[config.mk]
export PLATFORM = sky130hd
export DESIGN_NAME = multicycle_controller
export DESIGN_NICKNAME = d
export VERILOG_FILES = /design/src/rtl/multicycle_pkg.sv /design/src/rtl/multicycle_controller_alu_decoder.sv /design/src/rtl/multicycle_controller.sv
export SDC_FILE = /design/constraint.sdc
export NUM_CORES = 1
export LEC_CHECK = 0
export BUFFER_PORTS_ARGS = -buffer_cell sky130_fd_sc_hd__buf_2
export CORE_AREA = 2 2 39 41
export DETAILED_ROUTE_END_ITERATION = 10
export DIE_AREA = 0 0 41 43
export PLACE_DENSITY = 0.68
export SLEW_MARGIN = 10
export SYNTH_ARGS = -nofsm -noshare
export SYNTH_HDL_FRONTEND = slang
export SYNTH_SLANG_ARGS = --single-unit
[constraint.sdc]
create_clock -name clk -period 1.4 [get_ports clk]
set_clock_uncertainty 0.2 [all_clocks]
set_input_delay 0.21 -clock clk [delete_from_list [all_inputs] [get_ports clk]]
set_output_delay 0.21 -clock clk [all_outputs]
set_load 0.005 [all_outputs]
[src/rtl/multicycle_pkg.sv]
// multicycle_pkg: shared state, opcode, ALU and select encodings for the multicycle controller.
package multicycle_pkg;
    typedef logic [3:0] state_t;
    localparam state_t S_FETCH   = 4'd0;
    localparam state_t S_DECODE  = 4'd1;
    localparam state_t S_MEMADR  = 4'd2;
    localparam state_t S_MEMRD   = 4'd3;
    localparam state_t S_MEMWB   = 4'd4;
    localparam state_t S_MEMWR   = 4'd5;
    localparam state_t S_RTYPEEX = 4'd6;
    localparam state_t S_ALUWB   = 4'd7;
    localparam state_t S_ADIEX   = 4'd8;
    localparam state_t S_ADIWB   = 4'd9;
    localparam state_t S_BEQEX   = 4'd10;
    localparam state_t S_JEX     = 4'd11;

    localparam logic [3:0] OP_ADD  = 4'b0000;
    localparam logic [3:0] OP_ADI  = 4'b0001;
    localparam logic [3:0] OP_NAND = 4'b0010;
    localparam logic [3:0] OP_LW   = 4'b0100;
    localparam logic [3:0] OP_SW   = 4'b0101;
    localparam logic [3:0] OP_BEQ  = 4'b1100;
    localparam logic [3:0] OP_J    = 4'b1001;

    localparam logic [2:0] ALU_ADD  = 3'b010;
    localparam logic [2:0] ALU_SUB  = 3'b110;
    localparam logic [2:0] ALU_NAND = 3'b100;

    localparam logic [1:0] SRCB_REGB = 2'b00;
    localparam logic [1:0] SRCB_ONE  = 2'b01;
    localparam logic [1:0] SRCB_IMM  = 2'b10;
    localparam logic [1:0] SRCB_BR   = 2'b11;

    localparam logic [1:0] PC_ALU    = 2'b00;
    localparam logic [1:0] PC_ALUOUT = 2'b01;
    localparam logic [1:0] PC_JUMP   = 2'b10;

    typedef enum logic [1:0] {ALU_CLS_ADD, ALU_CLS_SUB, ALU_CLS_RTYPE} alu_cls_e;
endpackage

[src/rtl/multicycle_controller_alu_decoder.sv]
// alu_decoder: selects the ALU operation from the state class and, for R-type execute, the opcode.
module alu_decoder
    import multicycle_pkg::*;
(
    input  logic [3:0] op,
    input  alu_cls_e   cls,
    output logic [2:0] alucontrol
);
    always_comb alucontrol = (cls == ALU_CLS_SUB) ? ALU_SUB :
                             (cls == ALU_CLS_RTYPE && op == OP_NAND) ? ALU_NAND : ALU_ADD;
endmodule

[src/rtl/multicycle_controller.sv]
// multicycle_controller: Moore FSM sequencing fetch/decode/execute/memory/writeback for a 16-bit multicycle CPU.
module multicycle_controller
    import multicycle_pkg::*;
(
    input  logic       clk,
    input  logic       reset,
    input  logic [3:0] op,
    input  logic [1:0] cz,
    input  logic       zero,
    output logic       pcen,
    output logic       memwrite,
    output logic       irwrite,
    output logic       regwrite,
    output logic       alusrca,
    output logic       iord,
    output logic       memtoreg,
    output logic       regdst,
    output logic [1:0] alusrcb,
    output logic [1:0] pcsrc,
    output logic [2:0] alucontrol
);
    state_t   state_q, state_d;
    alu_cls_e cls;

    always_ff @(posedge clk) state_q <= reset ? S_FETCH : state_d;

    always_comb begin
        state_d = S_FETCH;
        case (state_q)
            S_FETCH:   state_d = S_DECODE;
            S_DECODE:
                case (op)
                    OP_ADD, OP_NAND: state_d = S_RTYPEEX;
                    OP_ADI:          state_d = S_ADIEX;
                    OP_LW, OP_SW:    state_d = S_MEMADR;
                    OP_BEQ:          state_d = S_BEQEX;
                    OP_J:            state_d = S_JEX;
                    default:         state_d = S_FETCH;
                endcase
            S_MEMADR:  state_d = (op == OP_SW) ? S_MEMWR : S_MEMRD;
            S_MEMRD:   state_d = S_MEMWB;
            S_RTYPEEX: state_d = S_ALUWB;
            S_ADIEX:   state_d = S_ADIWB;
            default:   state_d = S_FETCH;
        endcase
    end

    alu_decoder u_alu_decoder (.op(op), .cls(cls), .alucontrol(alucontrol));

    always_comb begin
        {pcen, memwrite, irwrite, regwrite} = '0;
        {alusrca, iord, memtoreg, regdst} = '0;
        alusrcb = SRCB_REGB;
        pcsrc = PC_ALU;
        cls = ALU_CLS_ADD;
        case (state_q)
            S_FETCH: begin
                alusrcb = SRCB_ONE;
                irwrite = 1'b1;
                pcen = 1'b1;
            end
            S_DECODE:  alusrcb = SRCB_BR;
            S_MEMADR, S_ADIEX: begin
                alusrca = 1'b1;
                alusrcb = SRCB_IMM;
            end
            S_MEMRD:   iord = 1'b1;
            S_MEMWB: begin
                memtoreg = 1'b1;
                regwrite = 1'b1;
            end
            S_MEMWR: begin
                iord = 1'b1;
                memwrite = 1'b1;
            end
            S_RTYPEEX: begin
                alusrca = 1'b1;
                cls = ALU_CLS_RTYPE;
            end
            // Zero-conditional forms (cz=01) suppress the write when the stored flag is clear
            S_ALUWB: begin
                regdst = 1'b1;
                regwrite = !(cz == 2'b01 && !zero);
            end
            S_ADIWB:   regwrite = 1'b1;
            S_BEQEX: begin
                alusrca = 1'b1;
                cls = ALU_CLS_SUB;
                pcsrc = PC_ALUOUT;
                pcen = zero;
            end
            S_JEX: begin
                pcsrc = PC_JUMP;
                pcen = 1'b1;
            end
            default: ;
        endcase
        if (reset) {pcen, memwrite, irwrite, regwrite} = '0;
    end
endmodule

==> results summary <==
The first global-routing pass estimated 2.46 mm of wire. The CTS tree is yes. The synthesized design spends more area on one cell type than any other, namely dfxtp_1. The later-pin clock latency in the skew report is around 0.23 ns.

A synthesized cell averages between 7 and 8 sq um. The largest registers in the layout are state_q x4. The unique cell type count in the Yosys netlist came out at 34. The number of buffers added on ports is 22. The number of top-level pins came out at 24. The area share of the leading cell type in the synthesized netlist came out at around 17%. Walking the worst path, the cells encountered are nand2b_4 > or3_4 > nand2_1 > buf_2.

In the synthesized netlist, the number of instances is 67. The total count of max-transition violations in the final report came out at 0. The final weighted congestion in routability-driven placement is around 0.83. Counting instances in the post-synthesis netlist gives the leading cell types as nor2_1, a21oi_1, nand2_1. The number of clock buffers added by TritonCTS is 3. At the end of the flow, the number of nets in the layout was roughly 130. The share of synthesized flip-flops with an asynchronous set or reset came out at 0%. During synthesis, Yosys emitted a total of 0 warnings.

The flow ran to the end, but the final reports show violations. CTS built an H-tree with a depth of 1. Relative to the synthesized area, the layout overhead comes to 109%.

The number of flip-flops under the largest register name came out at 4. The slowest cell on the critical path is dfxtp_4. The number of global-route vias before repair is between 600 and 700. The finished cells cover 993 sq um.

The path type of the worst setup path is reg2out. Sorting the synthesized cells by area gives the leading types as dfxtp_1, nor2_1, a21oi_1, nor3b_1, nand2b_1. The die boundary width came out at about 40 microns. For this design the ratio of total power to cell area is ~630 nW/um^2.

The final reports fail on setup timing. The highest achievable clock rate is approximately 0.59 GHz. The repair_antennas step left the layout with diodes totalling 0.

The post-route worst setup slack came out at -0.287 ns. The element type at the critical path start is a register. The pin count of the biggest net entering global routing is 12.

The number of buffer and inverter instances along the worst setup path came out at 1. The area of the core is roughly 1400 sq um. After legalization and detailed placement, the total HPWL measured around 1.1 mm. The total of endpoints with negative setup slack in the final report came out at 18.

The count of maximum capacitance violations is 0. In this run the remaining antenna-violating nets after routing total 0. The final global-route overflow total is 0.

The most common cell in the synthesized netlist is nor2_1. The minimum period implied by the final worst setup slack is between 1.5 and 2 ns. The maximum VDD drop is ~0.55 mV. The placement-stage cell area came out at between 700 and 800 sq um. The clock drives 4 sinks.

The iteration-0 DRC count of the detailed router came out at 4. The floorplan step defined a die boundary enclosing between 1500 and 2000 sq um. Clock-pin slew was measured on the worst setup and hold paths at roughly 0.040 ns.

The number of detailed-route iterations in the first pass is 4. The worst path uses 121% of the clock period. The share of final-layout standard cells stronger than drive strength 1 came out at slightly below 70%.

The met2 usage came out at between 30% and 40%. The leakage power of the design came out at around 0.45 nW. The summed instance area of the synthesized netlist came out at ~470 sq um.

After detailed placement, the design holds a cell count of approximately 120. The global-route met3 utilization came out at 1.57%. Counting flops and latches in the post-synthesis netlist gives 4. The maximum clock insertion buffer count is 2. In this design, the largest share of critical-path delay is due to simple AND/OR/NAND/NOR gates. The delay of the slowest critical-path stage is 0.35 ns. The worst slack after detailed placement came out at -0.118 ns. The cell sitting at the root of the clock tree is a clkbuf_4. For the worst setup path, the data required time is about 0.99 ns. The number of enable flip-flop cells after synthesis came out at 0. The tightest min-delay check is of the in2reg type. The vertical extent of the die is between 40 and 50 microns. The sum of routed wire length over all layers is about 1.6 mm.

After detailed routing, the number of remaining DRC violations is 0. The number of antenna violations at the first check in global routing is 0. STA classifies the critical path endpoint as an output port. The sequential area share after synthesis came out at around 17%. The worst hold margin came out at about 0.094 ns. The number of placement rows came out at 14. The most used flip-flop cell after synthesis is dfxtp_1. The arrival time at the worst endpoint is about 1.3 ns. Once layout is complete, the cells apart from fillers number between 100 and 150. Setup repair after global routing could not meet its margin everywhere. The starting density of the core is approximately a third. The detail-routed via count per cell is 5.04. Counting flops per register, the top entry is state_q. The global routing usage summed across all routing layers came out at around a fifth. The average wire per cell in the routed design is 12.2 microns. The net count after synthesis is 76.

The highest-utilization routing layer at the global route stage is met2. The top fanout value on the critical path is 5. The number of hold-repair buffers added at the cts stage is 0. The overall via count from detail_route is around 670. The number of hold-slack violations in the final timing report is 0. The met1 layer usage reported by global route came out at roughly 20%.
## where the power goes
group	internal, mW	switching, mW	leakage, nW	total, mW
clock	0.0956	0.0436	0.0138	0.139
sequential	0.124	0.0270	0.0356	0.151
combinational	0.203	0.137	0.396	0.339
total	0.423	0.207	0.446	0.630
## worst min-delay path, cell delays in order
cell and delay [ns]:
buf_2 0.09, nor3_1 0.05, nand2_1 0.07, a21oi_1 0.06
## layout make-up
cell class / count / area [sq um]
multi-input cells: 57 / 480
well taps: 16 / 20.0
inverters: 1 / 3.75
fillers: 104 / 390
repair buffers: 51 / 372
clock buffers: 3 / 22.5
flip-flops and latches: 4 / 95.1
## through the flow
| step | utilization [%] | power [mW] | setup TNS [ns] |
|---|---|---|---|
| floorplan | - | 0.263 | 0 |
| global placement | 54.1 | 0.393 | -0.689 |
| detailed placement | 54.1 | 0.400 | -0.988 |
| CTS | 66.9 | 0.596 | -2.88 |
| global route | 71.8 | 0.663 | -3.77 |
| finish | 71.8 | 0.630 | -2.99 |
## cell families (layout without fill, tap and decap cells)
logic type | after synthesis | in the layout | synth area share [%]
AND/OR/NAND/NOR | 37 | 37 | 45.4
AO/OA/AOI/OAI | 15 | 15 | 20.8
buffers and inverters | 6 | 55 | 7.91
flip-flops | 4 | 4 | 16.9
XOR/XNOR | 2 | 2 | 3.69
multiplexers | 2 | 2 | 4.49
other | 1 | 1 | 0.791
## timing repair
action	in CTS	in global routing
setup buffers	7	1
pin swaps	12	6
gates resized for setup	31	11
endpoints found under the setup margin	18	18
## path summary, 6_finish.rpt
check                           cells past startpoint       start  slack, ns    endpoint
worst max-delay path                                4  state_q[2]      -0.29  alusrcb[1]
worst min-delay path                                4       op[3]       0.09  state_q[2]
worst max register to register                      6  state_q[2]      -0.04  state_q[2]
worst min register to register                      2  state_q[0]       0.44  state_q[3]
## per-layer routing
metal / vias to the layer above / routed length, microns
li1: 339 / -
met1: 305 / 654
met2: 19 / 880
met3: 2 / 63
met4: 0 / 8
met5: - / 0
## cell usage in the layout (no fill, tap or decap), types with 2 or more instances in the layout
cell type,synthesis,routed
a21oi_1,6,5
buf_2,3,21
buf_4,1,19
buf_6,1,11
clkbuf_4,0,3
dfxtp_4,0,4
nand2_1,5,5
nand2b_4,0,4
nand3b_1,2,2
nor2_1,9,6
nor2_2,1,2
nor2_4,0,2
nor3_1,4,3
nor3_4,0,2
nor3b_1,4,2
nor3b_2,0,2
nor4bb_1,2,2
or2_4,1,2
No activity file was read; power rests on OpenSTA's default activity.
